<file path="config.mk">
export PLATFORM = sky130hd
export DESIGN_NAME = cdc_pulse_sync_multi
export DESIGN_NICKNAME = d
export VERILOG_FILES = /design/src/rtl/cdc_pulse_sync_multi.sv
export SDC_FILE = /design/constraint.sdc
export NUM_CORES = 1
export LEC_CHECK = 0
export ABC_AREA = 0
export CORE_UTILIZATION = 45
export DETAILED_ROUTE_END_ITERATION = 6
export GPL_TIMING_DRIVEN = 0
export PLACE_DENSITY = 0.74
export REMOVE_ABC_BUFFERS = 1
export SETUP_SLACK_MARGIN = 0.02
export SYNTH_ARGS = -nofsm -noshare
export SYNTH_HDL_FRONTEND = slang
export SYNTH_SLANG_ARGS = --single-unit
</file>
<file path="constraint.sdc">
create_clock -name fast_clk -period 2.5 [get_ports fast_clk]
set_input_delay 0.5 -clock fast_clk [delete_from_list [all_inputs] [get_ports fast_clk]]
set_output_delay 0.5 -clock fast_clk [all_outputs]
set_load 0.05 [all_outputs]
</file>
<file path="src/rtl/cdc_pulse_sync_multi.sv">
// Multi-channel async-level to fast_clk event synchronizer with per-channel pending-event counters.
// pulse_out follows an input change by STAGES cycles; evt_count updates one cycle after pulse_out.
module cdc_pulse_sync_multi #(
  parameter int CHANNELS = 4,
  parameter int STAGES   = 2,
  parameter int EDGE     = 0,
  parameter int CNT_W    = 4
) (
  input  logic                      fast_clk,
  input  logic                      rst_n,
  input  logic [CHANNELS-1:0]       async_in,
  output logic [CHANNELS-1:0]       pulse_out,
  output logic [CHANNELS-1:0]       evt_valid,
  input  logic [CHANNELS-1:0]       evt_ready,
  output logic [CHANNELS*CNT_W-1:0] evt_count,
  output logic [CHANNELS-1:0]       overflow,
  input  logic [CHANNELS-1:0]       ovf_clr
);

  localparam int WU_MAX = STAGES + 1;
  localparam int WU_W   = $clog2(WU_MAX + 1);
  localparam logic [CNT_W-1:0] CNT_MAX = {CNT_W{1'b1}};

  // Events are masked until the synchronizers and history flops hold real input values,
  // so an input already asserted at reset release is absorbed silently.
  logic [WU_W-1:0] wu_cnt;
  logic            warm_done;

  assign warm_done = (wu_cnt == WU_W'(WU_MAX));

  always_ff @(posedge fast_clk or negedge rst_n) begin
    if (!rst_n) begin
      wu_cnt <= '0;
    end else if (!warm_done) begin
      wu_cnt <= wu_cnt + WU_W'(1);
    end
  end

  for (genvar i = 0; i < CHANNELS; i++) begin : g_ch
    logic [STAGES-1:0] sync_ff;
    logic              hist;
    logic              sync_last;
    logic              evt_raw;
    logic              evt;
    logic [CNT_W-1:0]  cnt;
    logic              ovf;
    logic              inc;
    logic              dec;
    logic              full;

    // Plain shift chain: nothing may sit between synchronizer flops.
    always_ff @(posedge fast_clk or negedge rst_n) begin
      if (!rst_n) begin
        sync_ff <= '0;
        hist    <= 1'b0;
      end else begin
        sync_ff <= {sync_ff[STAGES-2:0], async_in[i]};
        hist    <= sync_ff[STAGES-1];
      end
    end

    assign sync_last = sync_ff[STAGES-1];

    if (EDGE == 0) begin : g_rise
      assign evt_raw = sync_last & ~hist;
    end else if (EDGE == 1) begin : g_fall
      assign evt_raw = ~sync_last & hist;
    end else begin : g_both
      assign evt_raw = sync_last ^ hist;
    end

    assign evt  = evt_raw & warm_done;
    assign inc  = evt;
    assign dec  = (cnt != '0) & evt_ready[i];
    assign full = (cnt == CNT_MAX);

    always_ff @(posedge fast_clk or negedge rst_n) begin
      if (!rst_n) begin
        cnt <= '0;
        ovf <= 1'b0;
      end else begin
        if (inc && !dec && !full) begin
          cnt <= cnt + CNT_W'(1);
        end else if (dec && !inc) begin
          cnt <= cnt - CNT_W'(1);
        end
        // A lost event outranks a same-cycle clear.
        if (inc && !dec && full) begin
          ovf <= 1'b1;
        end else if (ovf_clr[i]) begin
          ovf <= 1'b0;
        end
      end
    end

    assign pulse_out[i]                  = evt;
    assign evt_valid[i]                  = (cnt != '0);
    assign evt_count[i*CNT_W +: CNT_W]   = cnt;
    assign overflow[i]                   = ovf;
  end

endmodule

</file>
==> flow_metrics.tcl <==
set metrics [dict create \
    status "finished, final reports clean" \
    drive_above_1_share 0.182 \
    via_count 1104 \
    final_area_mm2 0.00221 \
    setup_violations 0 \
    final_cells 218 \
    cap_viol_max_count 0 \
    nets 196 \
    gp_routability_congestion 0.726 \
    synthesis.area_mm2 0.00171 \
    clock_latency_ps 280 \
    ios 42 \
    synth_warnings 0 \
    clk_pin_slew_ps 60 \
    comb_power_share 0.527 \
    cp_slowest_cell "or4_2" \
    place_ws_ps 7.82 \
    wire_per_inst_um 13.0 \
    die_h_um 63.6 \
    path_max_fanout 7 \
    tightest_slew_ps 711 \
    drtIter0Drc 31 \
    leakage_nw 0.954 \
    worstSetupPathType "register to output pin" \
    whs_ps 268 \
    maxSlewViolCount 0 \
    synth_flop_cell "dfrtp_1" \
    post-cts-setup-buffers 0 \
    cts-root-buf "clkbuf_8" \
    reg2reg_from "g_ch[2].cnt[0]" \
    switching_share 0.467 \
    antenna_found_initial 0 \
    grt_pass1_wl_um 4910 \
    cts_tree "built" \
    synth_edf_count 0 \
    hold_path_class "primary input to asynchronous set/reset pin" \
    vdd_drop_max_uv 701 \
    cell_internal_pwr_mw 1.55 \
    startpoint "g_ch[2].cnt[0]" \
    grt_overflow 0 \
    finalCritPeriodShare 0.949 \
    crit_path_start_kind "register" \
    hold_buffers 0 \
    diodes 0 \
    post_cts_resized 8 \
    grt_pass1_vias 1108 \
    worst_slack_ps 128 \
    syn2layout_area_growth_pct 29.1 \
    fp.dieArea_mm2 0.00405 \
    reg2reg_slack_ps 170 \
    start_util 0.467 \
    ant_nets 0 \
    synth_cell_types 26 \
    wirelength_um 2820 \
    via_per_inst 5.06 \
    finalHoldViolCount 0 \
    async_flop_share 1.00 \
    core_area_mm2 0.00366 \
    track_usage 0.160 \
    n_fill_cell 323 \
    p_clk_frac 0.138 \
    rows 22 \
    placed_cell_area_mm2 0.00211 \
    final_cell_mix "34 x dfrtp_1, 32 x clkdlybuf4s50_1, 12 x xor2_1" \
    post-route-drc-count 0 \
    finalClockSkew_ps 3.81 \
    rr_endpoint "g_ch[2].cnt[3]" \
    cts_buffers 5 \
    max_stage_delay_ps 680 \
    ys_ff_latch 34 \
    rsz0062_at_grt "false" \
    htreeDepth 2 \
    hpwl_um 2080 \
    place_inst 210 \
    relSlewSlack 0.526 \
    r2r_cells 7 \
    fmaxAchievable_ghz 0.422 \
    crit_required_ps 2000 \
    path_cells "or4_2 > dlygate4sd2_1" \
    power_switching_mw 1.36 \
    drt_first_pass_iters 3 \
    yosysSeqAreaShare 0.498 \
    p_per_area_mw_per_mm2 1320 \
    grt_max_degree 35 \
    cts_buffer_depth 2 \
    crit_arrival_ps 1870 \
    critPathCapture "evt_valid[2]" \
    fin_crit_ps 2370 \
    seqPwrFrac 0.335 \
    cts_num_sinks 34 \
    avgSynthCellArea_um2 13.2 \
    layout.cells.most_common "dfrtp_1" \
    die_w_um 63.6 \
    port_buffers 41 \
    synth_cells 129 \
    critPathCaptureType "output pin" \
]
## sequential cells by signal (all words and copies together), names as in the netlist
signal,cells
g_ch.sync_ff,8
wu_cnt,2
g_ch.cnt,16
g_ch.hist,4
g_ch.ovf,4
## stage by stage
step                      setup TNS, ps   util  total power [mW]
after floorplan                   -44.9      -              2.04
after global placement                0  0.579              2.49
after detailed placement              0  0.578              2.54
after CTS                             0  0.600              2.94
after global routing                  0  0.603              3.10
final                                 0  0.603              2.91
## critical path, delay by kind of cell, from the launching register on
kind	cells	cell delay, ps
buf+inv	1	440
flops	1	470
simple gates	1	680
## worst min path at each step
stage	slack (ps)	depth (start not counted)	from	endpoint
2_1_floorplan	200	0	rst_n	g_ch[0].cnt[0]
3_3_place_gp	340	0	g_ch[0].sync_ff[0]	g_ch[0].sync_ff[1]
3_5_place_dp	340	0	g_ch[0].sync_ff[0]	g_ch[0].sync_ff[1]
4_1_cts	290	1	rst_n	g_ch[3].ovf
5_1_grt	340	1	rst_n	g_ch[1].cnt[2]
6_report	270	1	rst_n	g_ch[1].cnt[0]
## cell families (layout without fill, tap and decap cells)
kind of cell               after synthesis  after routing  synth area share
AOI/OAI and AO/OA                       16             16            0.0798
xor gates and xnor gates                13             13            0.0666
adders and majority gates               13             13             0.113
buffers and inverters                   14             55            0.0483
DFF                                     34             34             0.498
muxes                                   13             13            0.0827
and+or+nand+nor                         26             26             0.112
## power groups by stage
stage	Clock (mW)	Combinational, mW	Sequential, mW
finish	0.402	1.53	0.975
global placement	0	1.52	0.966
detailed placement	0	1.56	0.983
CTS	0.419	1.55	0.976
floorplan	0	0.625	1.42
global route	0.444	1.64	1.01
## Yosys cell counts (3+ instances only)
cell / number / area (µm²)
a21o_1: 3 / 22.5
a21oi_1: 4 / 20.0
buf_4: 8 / 60.1
dfrtp_1: 34 / 851
fa_1: 4 / 80.1
ha_1: 9 / 113
inv_1: 6 / 22.5
mux2_2: 9 / 101
mux2i_1: 4 / 40.0
nand2_1: 4 / 15.0
nand2_2: 4 / 25.0
nand4_1: 4 / 25.0
or4_1: 3 / 22.5
xor2_1: 12 / 105
## layout make-up
cell class / instances / area, µm² / area share
Sequential cell: 34 / 851 / 0.386
Clock inverter: 1 / 5.00 / 0.00227
Timing Repair Buffer: 41 / 395 / 0.179
Multi-Input combinational cell: 81 / 786 / 0.356
Inverter: 6 / 22.5 / 0.0102
Tap cell: 48 / 60.1 / 0.0272
Clock buffer: 7 / 86.3 / 0.0391
## metal layers
metal | GRT usage | share of wire
met1 | 0.202 | 0.45
met2 | 0.246 | 0.48
met3 | 0.0399 | 0.045
met4 | 0.0938 | 0.022
met5 | 0 | 0
Power figures use the tool's default switching activity.
